[config.mk]
export PLATFORM = sky130hd
export DESIGN_NAME = id_ex_operand_stage
export DESIGN_NICKNAME = d
export VERILOG_FILES = /design/src/rtl/id_ex_operand_stage.sv
export SDC_FILE = /design/constraint.sdc
export NUM_CORES = 1
export LEC_CHECK = 0
export CORE_AREA = 2 2 172 174
export CTS_BUF_LIST = sky130_fd_sc_hd__clkbuf_4 sky130_fd_sc_hd__clkbuf_8 sky130_fd_sc_hd__clkbuf_16
export CTS_CLUSTER_DIAMETER = 120
export DETAILED_ROUTE_END_ITERATION = 8
export DIE_AREA = 0 0 174 176
export PLACE_DENSITY = 0.67
export SLEW_MARGIN = 20
export SYNTH_ARGS = -nofsm -noshare
export SYNTH_HDL_FRONTEND = slang
export SYNTH_SLANG_ARGS = --single-unit
[constraint.sdc]
create_clock -name clk -period 4.07 [get_ports clk]
set_clock_uncertainty 0.1 [all_clocks]
set_input_delay 0.407 -clock clk [delete_from_list [all_inputs] [get_ports clk]]
set_output_delay 0.407 -clock clk [all_outputs]
set_load 0.02 [all_outputs]
[src/rtl/id_ex_operand_stage.sv]
// ID/EX pipeline register with MEM/WB operand bypass, single-bubble load-use stall and flush.
// Define OPSTAGE_PERF_EN to build the stall/forward performance counters; otherwise they read 0.
module id_ex_operand_stage #(
    parameter int XLEN = 32,
    parameter int RAW  = 5
) (
    input  logic            clk,
    input  logic            rst_n,
    input  logic            id_valid,
    output logic            id_ready,
    input  logic [XLEN-1:0] id_pc,
    input  logic [RAW-1:0]  id_rs1,
    input  logic [RAW-1:0]  id_rs2,
    input  logic [XLEN-1:0] id_rs1_val,
    input  logic [XLEN-1:0] id_rs2_val,
    input  logic [XLEN-1:0] id_imm,
    input  logic            id_use_imm,
    input  logic            id_use_pc,
    input  logic [4:0]      id_aluop,
    input  logic [RAW-1:0]  id_rd,
    input  logic            id_rd_we,
    input  logic            id_is_load,
    input  logic            ex_ready,
    input  logic            flush,
    input  logic [RAW-1:0]  mem_rd,
    input  logic            mem_rd_we,
    input  logic            mem_is_load,
    input  logic [XLEN-1:0] mem_val,
    input  logic [RAW-1:0]  wb_rd,
    input  logic            wb_rd_we,
    input  logic [XLEN-1:0] wb_val,
    output logic            ex_valid,
    output logic [XLEN-1:0] alu_a,
    output logic [XLEN-1:0] alu_b,
    output logic [4:0]      alu_c,
    output logic [XLEN-1:0] ex_store_data,
    output logic [XLEN-1:0] ex_pc,
    output logic [RAW-1:0]  ex_rd,
    output logic            ex_rd_we,
    output logic            ex_is_load,
    output logic [31:0]     perf_stall,
    output logic [31:0]     perf_fwd
);

    logic            exValid;
    logic [XLEN-1:0] exPc;
    logic [RAW-1:0]  exRs1;
    logic [RAW-1:0]  exRs2;
    logic [XLEN-1:0] exRs1Val;
    logic [XLEN-1:0] exRs2Val;
    logic [XLEN-1:0] exImm;
    logic            exUseImm;
    logic            exUsePc;
    logic [4:0]      exAluop;
    logic [RAW-1:0]  exRd;
    logic            exRdWe;
    logic            exIsLoad;

    logic            hazard;
    logic            idReady;
    logic            transfer;

    logic            memHitRs1;
    logic            memHitRs2;
    logic            wbHitRs1;
    logic            wbHitRs2;
    logic [XLEN-1:0] fwdRs1;
    logic [XLEN-1:0] fwdRs2;

    assign hazard = exValid & exIsLoad & (exRd != '0) & id_valid &
                    ((id_rs1 == exRd) | (id_rs2 == exRd));
    assign idReady  = (~exValid | ex_ready) & ~hazard & ~flush;
    assign transfer = id_valid & idReady;

    always_ff @(posedge clk or negedge rst_n) begin
        if (!rst_n) begin
            exValid  <= 1'b0;
            exPc     <= '0;
            exRs1    <= '0;
            exRs2    <= '0;
            exRs1Val <= '0;
            exRs2Val <= '0;
            exImm    <= '0;
            exUseImm <= 1'b0;
            exUsePc  <= 1'b0;
            exAluop  <= '0;
            exRd     <= '0;
            exRdWe   <= 1'b0;
            exIsLoad <= 1'b0;
        end else if (flush) begin
            exValid <= 1'b0;
        end else if (transfer) begin
            exValid  <= 1'b1;
            exPc     <= id_pc;
            exRs1    <= id_rs1;
            exRs2    <= id_rs2;
            exRs1Val <= id_rs1_val;
            exRs2Val <= id_rs2_val;
            exImm    <= id_imm;
            exUseImm <= id_use_imm;
            exUsePc  <= id_use_pc;
            exAluop  <= id_aluop;
            exRd     <= id_rd;
            exRdWe   <= id_rd_we;
            exIsLoad <= id_is_load;
        end else if (ex_ready) begin
            // Covers both the load-use bubble and a plain drain; fields hold either way.
            exValid <= 1'b0;
        end
    end

    // Loads in MEM have no data yet, so only ALU results bypass from MEM.
    assign memHitRs1 = mem_rd_we & ~mem_is_load & (mem_rd == exRs1);
    assign memHitRs2 = mem_rd_we & ~mem_is_load & (mem_rd == exRs2);
    assign wbHitRs1  = wb_rd_we & (wb_rd == exRs1);
    assign wbHitRs2  = wb_rd_we & (wb_rd == exRs2);

    always_comb begin
        fwdRs1 = exRs1Val;
        if (exRs1 == '0)
            fwdRs1 = '0;
        else if (memHitRs1)
            fwdRs1 = mem_val;
        else if (wbHitRs1)
            fwdRs1 = wb_val;
    end

    always_comb begin
        fwdRs2 = exRs2Val;
        if (exRs2 == '0)
            fwdRs2 = '0;
        else if (memHitRs2)
            fwdRs2 = mem_val;
        else if (wbHitRs2)
            fwdRs2 = wb_val;
    end

    assign id_ready      = idReady;
    assign ex_valid      = exValid;
    assign alu_a         = exUsePc ? exPc : fwdRs1;
    assign alu_b         = exUseImm ? exImm : fwdRs2;
    assign alu_c         = exAluop;
    assign ex_store_data = fwdRs2;
    assign ex_pc         = exPc;
    assign ex_rd         = exRd;
    assign ex_rd_we      = exRdWe;
    assign ex_is_load    = exIsLoad;

`ifdef OPSTAGE_PERF_EN
    logic [31:0] stallCnt;
    logic [31:0] fwdCnt;
    logic        bubble;
    logic        rs1Fwd;
    logic        rs2Fwd;
    logic [1:0]  fwdInc;
    logic [32:0] fwdSum;

    assign bubble = hazard & ex_ready & ~flush;
    assign rs1Fwd = (exRs1 != '0) & (memHitRs1 | wbHitRs1);
    assign rs2Fwd = (exRs2 != '0) & (memHitRs2 | wbHitRs2);
    assign fwdInc = (exValid & ex_ready) ? ({1'b0, rs1Fwd} + {1'b0, rs2Fwd}) : 2'd0;
    assign fwdSum = {1'b0, fwdCnt} + {31'd0, fwdInc};

    always_ff @(posedge clk or negedge rst_n) begin
        if (!rst_n) begin
            stallCnt <= '0;
            fwdCnt   <= '0;
        end else begin
            if (bubble && (stallCnt != 32'hFFFF_FFFF))
                stallCnt <= stallCnt + 32'd1;
            fwdCnt <= fwdSum[32] ? 32'hFFFF_FFFF : fwdSum[31:0];
        end
    end

    assign perf_stall = stallCnt;
    assign perf_fwd   = fwdCnt;
`else
    assign perf_stall = 32'd0;
    assign perf_fwd   = 32'd0;
`endif

endmodule
# After elaboration in Yosys (flattened, before gate mapping)
# Index checks and enable logic that the tools add are counted.
totals:
  register_bits: 153
  inputBits: 234
  out_inout_bits: 206
  word_cells: 53
classes:
  eq_ne: 6
  mux: 11
  bitwise_logic: 18
  reduce_logical: 5
ops:
  columns: ["cell", "n"]
  rows:
  - ["32-bit two-way mux", 8]
  - ["5-bit equality test", 6]
  - ["1-bit AND", 12]
  - ["5-bit logical NOT", 2]
  - ["5-bit nonzero test", 1]
  - ["1-bit NOT", 4]
  - ["1-bit two-way mux", 3]
  - ["3-bit nonzero test", 1]
  - ["1-bit bitwise OR", 2]
  - ["2-bit AND reduction", 1]

# Logic depth before layout (Yosys ltp)
# Gate-level depths: netlist of the first run.
logic_depth:
  ltp_word: 10
  depth_mapped: 8
  ltp_nobuf: 5

# Least setup slack after synthesis of the first run
# Ideal clock, no wire load.
synth_timing:
  path_type: "input-to-output"
  start: "in mem_rd[2]"
  end: "out alu_a[10]"
  t_arrival_ps: 1979
  required_time_ps: 3563
  setup_slack_ps: 1584
  cell_stages: 7
  n_path_buf: 2
  path_cell_list: "xor2_1 > nor4_1 > nand3_1 > or2_2 > clkbuf_1 > clkbuf_1 > o221ai_1"
synth_via:
  elab_chain_len: 5
synth_lines:
  columns: ["item", "line", "text"]
  rows:
  - ["start: declaration", "25", "input logic [RAW-1:0] mem_rd,"]
  - ["5-bit equality test", "113", "assign memHitRs1 = mem_rd_we & ~mem_is_load & (mem_rd == exRs1);"]
  - ["1-bit AND", "113", null]
  - ["32-bit two-way mux", "122", "else if (memHitRs1)"]
  - ["32-bit two-way mux", "120", "if (exRs1 == '0)"]
  - ["32-bit two-way mux", "140", "assign alu_a = exUsePc ? exPc : fwdRs1;"]
  - ["end: declaration", "33", "output logic [XLEN-1:0] alu_a,"]
# Every way passes these cells.

# Worst setup path in the final report of the first run
layout_timing:
  start: "reg exRs1[1]"
  end: "out alu_a[28]"
layout_via:
  elab_chain_len: 6
  elab_cells_between_ends: 9
  cone_classes: "eq/ne (2); mux (4); bitwise (2); reduce/logical (1)"
layout_lines:
  columns: ["item", "line", "text"]
  rows:
  - ["start: declaration", "47", "logic [RAW-1:0] exRs1;"]
  - ["start signal: assignment", "95", "exRs1 <= id_rs1;"]
  - ["5-bit equality test", "115", "assign wbHitRs1 = wb_rd_we & (wb_rd == exRs1);"]
  - ["1-bit AND", "115", null]
  - ["32-bit two-way mux", "124", "else if (wbHitRs1)"]
  - ["32-bit two-way mux", "122", null]
  - ["32-bit two-way mux *", "120", null]
  - ["32-bit two-way mux *", "140", null]
# Every way passes the cells marked *; elsewhere a longest branch is shown, timed or not.

==> out/results.ini, run 1 <==
[floorplan]
dieArea_um2=30600
coreArea_um2=28500
row_count=62
die_h_um=176
initial_core_util_pct=31.3
dieWidth_um=174
io-pin-count=440

[pwr]
ir_drop_mv=0.206
p_total_mw=6.00
power.density_nw_per_um2=446
power.leakage_nw=5.45

[cts]
cts.clk_slew.worst_paths_ps=70
cts_tree=built
numCtsBuffers=17
clockBufferDepth=2
cts_resized=0
root_buffer=clkbuf_16
cts_sinks=153
clk_latency_ps=430
cts_max_level=4

[drt]
wl_per_cell_um=20.5
drt-vias-per-instance=4.97
ant_nets=0
dr.pass1.iters=7
drc=0
routed_wl_um=33600
drt_iter0_markers=345
vias=8131

[synth]
netlist-cell-type-count=35
avgSynthCellArea_um2=10.1
ys_ff_latch=153
yosysWarnings=0
synth.cell_area_um2=8930
synth_area_leader_cell=dfrtp_1
synth_top_cell_area_share_pct=42.9
yosys-top-cells-area=dfrtp_1 (43%), mux2_1 (10%), mux2_2 (9.1%), o21ai_0 (7.2%), buf_4 (6.1%)
yosysSeqAreaShare_pct=42.9
syn_inst=882

[placed_design]
portBuffers=375
dp_hpwl_um=25400
dp_cells=1600
gp_congestion=0.882

[worst_setup_path]
path_cells=or4_1 -> o21bai_1 -> or2_2 -> o221ai_1 -> clkdlybuf4s50_1
worstSetupPathType=reg2out
critPathLaunchType=flop
endpoint_kind=output pin
cp_data_arrival_time_ps=3270
required_ps=3560
cp_max_fo=32
slowest_delay_ps=820
slowest_stage=or2_2

[timing]
fin_setup_tns_ps=0
timing.fmax_mhz=265
worst_pin_slew_ps=1010
relSlewSlack_pct=32.7
finalSetupViolCount=0
hold_viol=0
drv_slew=0
rsz0062_at_grt=no
fin_crit_sh_pct=92.7
period_needed_ps=3770

[finish]
drive_gt1_share_pct=11.4
final_common_cell=clkdlybuf4s50_1
nFillCells=2661
final_cells=1635
most-common-layout-cells=clkdlybuf4s50_1 (374), dfrtp_1 (151), o21ai_0 (129)
nets=1470
syn2layout_area_growth_pct=50.7

[run]
maxCapViolCount=0

[global_routing]
antenna_found_initial=3
grt_use_total_pct=21.9
grt_first_pass_wirelength_um=50800
grt_pass1_vias=8565
grt_start_max_net_pins=79
grt.overflow.total=0

[outcome]
outcome=finished clean

[hold_path]
hold_class=reg2reg

[worst max-delay path, delay by kind of cell, from the launching register on]
kind / cells / cell delay [ps]
compound gates: 2 / 410
buf+inv: 1 / 590
flops: 1 / 440
simple gates: 2 / 1360
[cell type report]
cell class | count | area, um2 | area share [%]
multi-input cells | 629 | 4410 | 32.8
repair buffers | 402 | 4020 | 29.9
flip-flops and latches | 153 | 3830 | 28.5
well taps | 384 | 480 | 3.57
clock buffers | 17 | 425 | 3.16
clock inverters | 15 | 156 | 1.16
inverters | 33 | 124 | 0.921
diodes | 2 | 5.00 | 0.0372
[metrics by stage]
step | hold WS [ps] | instance area (um2) | worst slack (ps) | util (%)
finish | 381 | 13500 | 296 | 47.1
global route | 398 | 13500 | 176 | 47.1
CTS | 384 | 13500 | 332 | 47.1
detailed placement | 369 | 12900 | 363 | 45.0
global placement | 361 | 12900 | 396 | 45.0
floorplan | 11.4 | 9170 | 1580 | -
[cells in the mapped netlist]
cell type  number
clkbuf_1       46
buf_2           3
or4_1           2
o221ai_1       32
inv_1          33
or2_2           1
and4_1          1
nand3_1        34
o211a_1         1
buf_6           8
nor3_1          3
nand4_1         1
a31o_2          1
a22oi_1         1
dfrtp_1       153
o2111ai_2       1
xnor2_1         8
nor2_1         35
and2_1          1
mux2_1         80
o21bai_1        1
xor2_1         22
buf_4          72
nand2b_1        1
nand2_1        66
buf_12          1
conb_1          1
nor4_1          3
mux2i_1        32
and3_1         33
a21oi_1         2
mux2_2         72
o2111a_1        1
nor2b_1         1
o21ai_0       129
[routing by layer]
layer,GRT usage [%],wire length [um]
met2,37.9,16500
met3,5.77,2320
met1,25.3,13400
met4,10.4,1310
met5,0,13
[cells by family (layout without fill, tap and decap cells)]
kind of cell              after synthesis  count (layout)  share of synthesized area, %
AOI/OAI and AO/OA                     169             169                          11.2
xor gates and xnor gates               30              30                          2.94
buffers and inverters                 163             467                          10.8
DFF                                   153             153                          42.9
muxes                                 184             184                          22.8
other                                   1              66                        0.0420
and+or+nand+nor                       182             182                          9.46
[worst paths after layout]
check | from | endpoint | slack (ps) | cells past startpoint
worst min register to register | exRs2Val[15] | exRs2Val[15] | 380 | 1
max in group asynchronous | rst_n | ex_rd[4] | 2530 | 3
worst max-delay path | exRs1[1] | alu_a[28] | 300 | 5
min in group asynchronous | rst_n | alu_c[1] | 460 | 2
worst min-delay path | exRs2Val[15] | exRs2Val[15] | 380 | 1
worst max register to register | ex_rd[0] | ex_pc[8] | 1240 | 5
[state kept, by name, indices dropped and copies added, names as in the netlist]
name / flops
ex_valid: 1
exRs1: 5
ex_pc: 32
exRs2Val: 32
exRs1Val: 32
alu_c: 5
exUsePc: 1
exUseImm: 1
exRs2: 5
ex_rd_we: 1
ex_is_load: 1
ex_rd: 5
exImm: 32
[timing repair]
action / 4_1_cts / 5_1_grt
hold endpoints to repair: 76 / 0
endpoints found under the setup margin: 0 / 0
buffers inserted: 0 / 0
hold buffers: 1 / 0
[power by group]
group	switching, mW	internal [mW]	leakage [nW]
sequential	0.181	1.78	1.80
clock	0.734	0.866	0.283
combinational	1.26	1.18	3.37
Power figures use the tool's default switching activity.
==> run 2, diff against run 1 <==
--- a/config.mk
+++ b/config.mk
@@ -11,7 +11,7 @@
 export DETAILED_ROUTE_END_ITERATION = 8
 export DIE_AREA = 0 0 174 176
 export PLACE_DENSITY = 0.67
-export SLEW_MARGIN = 20
+export SLEW_MARGIN = 10
 export SYNTH_ARGS = -nofsm -noshare
 export SYNTH_HDL_FRONTEND = slang
 export SYNTH_SLANG_ARGS = --single-unit
==> results of run 2 <==
No change in the layout: final DEF, timing and power equal those of run 1.
==> run 3, diff against run 2 <==
--- a/config.mk
+++ b/config.mk
@@ -7,11 +7,10 @@
 export LEC_CHECK = 0
 export CORE_AREA = 2 2 172 174
 export CTS_BUF_LIST = sky130_fd_sc_hd__clkbuf_4 sky130_fd_sc_hd__clkbuf_8 sky130_fd_sc_hd__clkbuf_16
-export CTS_CLUSTER_DIAMETER = 120
+export CTS_CLUSTER_DIAMETER = 100
 export DETAILED_ROUTE_END_ITERATION = 8
 export DIE_AREA = 0 0 174 176
 export PLACE_DENSITY = 0.67
-export SLEW_MARGIN = 10
 export SYNTH_ARGS = -nofsm -noshare
 export SYNTH_HDL_FRONTEND = slang
 export SYNTH_SLANG_ARGS = --single-unit
==> results of run 3 <==
No change in the layout: final DEF, timing and power equal those of run 1.
